## config.mk

```make
export PLATFORM = sky130hd
export DESIGN_NAME = text_buffer_flat
export DESIGN_NICKNAME = d
export VERILOG_FILES = /design/src/rtl/text_buffer_if.sv /design/src/rtl/text_buffer.sv /design/src/flat_wrapper.sv
export SDC_FILE = /design/constraint.sdc
export NUM_CORES = 1
export LEC_CHECK = 0
export ABC_AREA = 1
export CORE_UTILIZATION = 63
export DETAILED_ROUTE_END_ITERATION = 6
export PLACE_DENSITY = 0.86
export SLEW_MARGIN = 20
export SYNTH_ARGS = -nofsm -noshare
export SYNTH_HDL_FRONTEND = slang
export SYNTH_SLANG_ARGS = --single-unit
```

## constraint.sdc

```tcl
create_clock -name clk -period 14.1 [get_ports clk]
set_input_delay 2.82 -clock clk [delete_from_list [all_inputs] [get_ports clk]]
set_output_delay 2.82 -clock clk [all_outputs]
set_load 0.005 [all_outputs]
```

## src/rtl/text_buffer_if.sv

```systemverilog
// Byte-stream handshake into the text buffer: the producer (UART receiver or
// keyboard decoder) drives valid/data, the buffer answers with ready.
interface text_buffer_if;
  logic       char_valid;
  logic [7:0] char_data;
  logic       char_ready;

  modport master (output char_valid, char_data, input  char_ready);
  modport slave  (input  char_valid, char_data, output char_ready);
endinterface

```

## src/rtl/text_buffer.sv

```systemverilog
// COLS x ROWS screen of 7-bit ASCII codes with cursor, wrap, BS/CR/FF handling
// and a registered pixel-to-character lookup. Optional macro: CURSOR_BLINK_EN.
module text_buffer #(
  parameter int COLS         = 32,
  parameter int ROWS         = 4,
  parameter int X0           = 192,
  parameter int Y0           = 208,
  parameter int BLINK_CYCLES = 25000000
) (
  input  logic                    clk,
  input  logic                    reset,
  text_buffer_if.slave            char_bus,
  input  logic [9:0]              x,
  input  logic [9:0]              y,
  output logic [6:0]              ascii_code,
  output logic [$clog2(COLS)-1:0] cursor_col,
  output logic [$clog2(ROWS)-1:0] cursor_row
);

  localparam int CW    = $clog2(COLS);
  localparam int RW    = $clog2(ROWS);
  localparam int AW    = CW + RW;
  localparam int DEPTH = COLS * ROWS;

  localparam logic [6:0]  SPACE = 7'h20;
  localparam logic [9:0]  X_LO  = 10'(X0);
  localparam logic [9:0]  Y_LO  = 10'(Y0);
  localparam logic [10:0] X_HI  = 11'(X0 + 8 * COLS);
  localparam logic [10:0] Y_HI  = 11'(Y0 + 16 * ROWS);

  typedef enum logic {CLEAR, IDLE} state_t;

  state_t        state_q, state_d;
  logic [AW-1:0] clr_q, clr_d;
  logic [AW-1:0] cur_q, cur_d;   // cursor as a linear address {row, col}
  logic          we;
  logic [AW-1:0] waddr;
  logic [6:0]    wdata;
  logic          fire;
  logic [7:0]    din;

  assign char_bus.char_ready = (state_q == IDLE);
  assign fire       = char_bus.char_valid && char_bus.char_ready;
  assign din        = char_bus.char_data;
  assign cursor_col = cur_q[CW-1:0];
  assign cursor_row = cur_q[AW-1:CW];

  // NOTE: sequential state uses non-blocking assignments so every register
  // samples the pre-edge values regardless of statement order.
  always_ff @(posedge clk or posedge reset) begin
    if (reset) begin
      state_q <= CLEAR;
      clr_q   <= '0;
      cur_q   <= '0;
    end else begin
      state_q <= state_d;
      clr_q   <= clr_d;
      cur_q   <= cur_d;
    end
  end

  // NOTE: every output of this block gets a default first, so no path
  // through the case statements can infer a latch.
  always_comb begin
    state_d = state_q;
    clr_d   = clr_q;
    cur_d   = cur_q;
    we      = 1'b0;
    waddr   = cur_q;
    wdata   = SPACE;
    case (state_q)
      CLEAR: begin
        we    = 1'b1;
        waddr = clr_q;
        clr_d = clr_q + 1'b1;
        if (clr_q == AW'(DEPTH - 1)) begin
          state_d = IDLE;
          cur_d   = '0;
        end
      end
      IDLE: begin
        if (fire) begin
          if (din >= 8'h20 && din <= 8'h7E) begin
            we    = 1'b1;
            wdata = din[6:0];
            // Linear increment gives col wrap, row advance and screen wrap.
            cur_d = cur_q + 1'b1;
          end else begin
            case (din)
              8'h08: begin
                cur_d = (cur_q == '0) ? '0 : cur_q - 1'b1;
                we    = 1'b1;
                waddr = cur_d;
              end
              8'h0D: cur_d = {cur_q[AW-1:CW] + 1'b1, {CW{1'b0}}};
              8'h0C: begin
                state_d = CLEAR;
                clr_d   = '0;
                cur_d   = '0;
              end
              default: ;
            endcase
          end
        end
      end
      default: state_d = CLEAR;
    endcase
  end

  // Pixel to cell: window compare on the raw coordinates, before any shift.
  logic [9:0]    dx, dy;
  logic [CW-1:0] rd_col;
  logic [RW-1:0] rd_row;
  logic [AW-1:0] raddr;
  logic          in_win, in_win_q;
  logic [6:0]    rd_q;

  assign dx     = x - X_LO;
  assign dy     = y - Y_LO;
  assign rd_col = CW'(dx >> 3);
  assign rd_row = RW'(dy >> 4);
  assign raddr  = {rd_row, rd_col};
  assign in_win = (x >= X_LO) && ({1'b0, x} < X_HI) &&
                  (y >= Y_LO) && ({1'b0, y} < Y_HI);

  logic [6:0] mem [DEPTH];

  // NOTE: the character RAM has no reset; CLEAR initialises it by walking
  // every address, which keeps it mappable onto block RAM.
  always_ff @(posedge clk) begin
    if (we) mem[waddr] <= wdata;
    rd_q <= mem[raddr];
  end

  always_ff @(posedge clk or posedge reset) begin
    if (reset) in_win_q <= 1'b0;
    else       in_win_q <= in_win;
  end

`ifdef CURSOR_BLINK_EN
  localparam int BW = (BLINK_CYCLES > 1) ? $clog2(BLINK_CYCLES) : 1;

  logic [BW-1:0] blink_cnt;
  logic          phase;
  logic          blink_q;

  always_ff @(posedge clk or posedge reset) begin
    if (reset) begin
      blink_cnt <= '0;
      phase     <= 1'b1;
      blink_q   <= 1'b0;
    end else begin
      if (blink_cnt == BW'(BLINK_CYCLES - 1)) begin
        blink_cnt <= '0;
        phase     <= ~phase;
      end else begin
        blink_cnt <= blink_cnt + 1'b1;
      end
      blink_q <= phase && (state_q == IDLE) && in_win && (raddr == cur_q);
    end
  end

  assign ascii_code = blink_q ? 7'h5F : (in_win_q ? rd_q : SPACE);
`else
  assign ascii_code = in_win_q ? rd_q : SPACE;
`endif

endmodule

```

## src/flat_wrapper.sv

```systemverilog
// flat-port wrapper written by rule: the top's interface ports become plain ports
module text_buffer_flat 
#(
  parameter int COLS         = 32,
  parameter int ROWS         = 4,
  parameter int X0           = 192,
  parameter int Y0           = 208,
  parameter int BLINK_CYCLES = 25000000
)
  (clk, reset, x, y, ascii_code, cursor_col, cursor_row, char_bus_char_valid, char_bus_char_data, char_bus_char_ready);
  text_buffer_if char_bus_i ();
  input  logic clk;
  input  logic reset;
  input  logic [9:0] x;
  input  logic [9:0] y;
  output logic [6:0] ascii_code;
  output logic [$clog2(COLS)-1:0] cursor_col;
  output logic [$clog2(ROWS)-1:0] cursor_row;
  input wire logic [$bits(char_bus_i.char_valid)-1:0] char_bus_char_valid;
  input wire logic [$bits(char_bus_i.char_data)-1:0] char_bus_char_data;
  output wire logic [$bits(char_bus_i.char_ready)-1:0] char_bus_char_ready;
  assign char_bus_i.char_valid = char_bus_char_valid;
  assign char_bus_i.char_data = char_bus_char_data;
  assign char_bus_char_ready = char_bus_i.char_ready;
  text_buffer #(.COLS(COLS), .ROWS(ROWS), .X0(X0), .Y0(Y0), .BLINK_CYCLES(BLINK_CYCLES)) u_core (.clk(clk), .reset(reset), .char_bus(char_bus_i), .x(x), .y(y), .ascii_code(ascii_code), .cursor_col(cursor_col), .cursor_row(cursor_row));
endmodule
```

==> out/results.ini <==
[critical_path]
crit_slowest_cell = buf_4
critPathMostFrequentCell = nand2_1
crit_path_end_kind = register
cp.required_ns = 14.66
critPathLaunchType = input pin
path_class = in -> reg
crit_chain = buf_8 > inv_8 > buf_4 > buf_12 > nand2_1 > nand3_1 > nand3_1 > nand3_1 > nand2_1 > nand2_1 > nand3_1 > nand2_1 > nand2_1 > nand2_1
cp_data_arrival_time_ns = 6.90
crit_fanout = 205
max_stage_delay_ns = 0.85

[floorplanning]
die_h_um = 249
io_pins = 46
start_util = 0.636
fp.coreArea_um2 = 60200
fp.dieW_um = 249
rows = 90
dieArea_um2 = 61800

[yosys]
synthesis.area_um2 = 38300
yosys_warnings = 0
synth.distinct_cells = 39
synthCells = 3391
syn_nets = 3429
avgSynthCellArea_um2 = 11.3
synthFlopType = edfxtp_1
ys_ff_latch = 919
synth_edf_count = 896
yosysSeqAreaShare = 0.717
synth-async-reset-ratio = 0.0174

[clock_network]
cts_hold_buffers = 0
clk_pin_slew_ns = 0.06
cts_buffers = 86
clock_path_buffers = 3
clock_latency_ns = 0.63
cts_tree = built
h-tree-depth = 3
clockRootBuffer = clkbuf_16
cts_setup_buffers = 0
cts.sinks = 919
cts_resized = 0

[layout]
fill_cells = 3756
antennaDiodeCount = 0
fin_cells = 4192
drive_gt1_frac = 0.0572
stdcell_area_um2 = 41800
utilization = 0.693
nNetsFinal = 3381
layout_commonest_cell = nand2_1
layout_common_cells = nand2_1 (1121), edfxtp_1 (896), nand3_1 (839)
syn_to_final_growth_pct = 9.05

[global_route]
grt_max_degree = 206
met3_usage = 0.0551
grt_util_all_layers = 0.302
met1_usage = 0.403
grt_busiest_layer = met2
gr-total-overflow = 0
grt_pass1_vias = 25500
grt_antenna_before_repair = 2
grt_pass1_wl_um = 142000
grt_use_met2 = 0.488

[routing]
dr_total_vias = 26600
route.detailed.wl_per_inst_um = 22.4
firstDrtPassIters = 6
drc = 0
via_per_inst = 6.35
first_iter_violations = 3906
drtAntennaViolNets = 0
drt-total-wl_um = 94100

[sta]
hold_slack_ns = 0.561
slew_headroom = 0.249
rsz0062_at_grt = false
hold_violations = 0
finalSetupViolations = 0
slew_viol_final = 0
layout_setup_ws_ns = 7.76
worst_slew_pin_slew_ns = 1.13
clock_skew_ns = 0.0194
timing.fmax_mhz = 158
fin_crit_sh = 0.450
period_needed_ns = 6.34
fin_tns_setup_ns = 0

[placed_design]
portBuffers = 42
pre_cts_ws_ns = 7.29
dpl.hpwl_um = 50500
finalWeightedCongestion = 0.863
placed_cells = 4037
placed_cell_area_um2 = 39100

[pwr]
p_per_area_nw_per_um2 = 142
power.total_mw = 5.93
ir_drop_uv = 103
leakagePower_nw = 15.0

[run]
drv_cap = 0

[outcome]
status = completed

[min_path]
hold_path.class = reg -> reg

==> routing by layer <==
| metal | routed length (um) | vias up |
|---|---|---|
| li1 | - | 11800 |
| met1 | 33300 | 12600 |
| met2 | 44800 | 1991 |
| met3 | 11900 | 319 |
| met4 | 4050 | 2 |
| met5 | 13 | - |
==> Yosys cell counts (all sizes together) (3+ instances only) <==
cell | instances | share of area
a21oi | 13 | 0.0025
a31oi | 3 | 0.00049
buf | 103 | 0.013
clkbuf | 103 | 0.011
dfrtp | 16 | 0.010
dfxtp | 7 | 0.0037
edfxtp | 896 | 0.70
ha | 7 | 0.0023
inv | 51 | 0.0050
nand2 | 1130 | 0.11
nand3 | 849 | 0.11
nand4 | 9 | 0.0018
nor2 | 162 | 0.017
nor3 | 11 | 0.0016
o21ai | 13 | 0.0017
o22ai | 7 | 0.0011
xor2 | 4 | 0.00091
==> worst max-delay path: cells and delay by family <==
family        cells  cell delay, ns
buf+inv           4            2.45
simple gates     10            1.28
==> area by class of cell <==
type	instances	area, um^2	area share
Sequential cell	919	27400	0.657
Multi-Input combinational cell	2215	9790	0.234
Clock buffer	112	2330	0.0559
Tap cell	782	978	0.0234
Timing Repair Buffer	70	654	0.0157
Clock inverter	43	354	0.00848
Inverter	51	205	0.00491
==> worst paths after layout <==
kind / to / slack (ns) / startpoint / cells past startpoint
setup / recovery: u_core.rd_q[6]$_DFF_P_ / 7.76 / x[3] / 14
max in group asynchronous: u_core.clr_q[6]$_DFFE_PP0P_ / 10.74 / reset / 2
setup reg to reg: u_core.mem[118][0]$_DFFE_PP_ / 10.07 / u_core.char_bus.char_ready$_DFF_PP0_ / 8
hold / removal: u_core.clr_q[6]$_DFFE_PP0P_ / 0.56 / u_core.clr_q[6]$_DFFE_PP0P_ / 2
hold reg to reg: u_core.clr_q[6]$_DFFE_PP0P_ / 0.56 / u_core.clr_q[6]$_DFFE_PP0P_ / 2
min in group asynchronous: u_core.cur_q[6]$_DFFE_PP0P_ / 2.73 / reset / 2
==> state kept, by name, indices dropped and copies added, names as in the netlist <==
name / flops
u_core.rd_q: 7
u_core.char_bus.char_ready: 1
u_core.clr_q: 7
u_core.in_win_q: 1
u_core.mem: 896
u_core.cur_q: 7
==> power by group <==
part	switching, mW	leakage (nW)	internal [mW]
Combinational	0.458	5.22	0.162
Sequential	0.0374	8.45	3.03
Clock	0.978	1.31	1.27
==> logic make-up after synthesis <==
family          synth area share
buf+inv                   0.0287
xor+xnor                 0.00114
flops                      0.717
simple gates               0.244
compound gates           0.00689
fa+ha+maj                0.00229
Power figures use the tool's default switching activity.
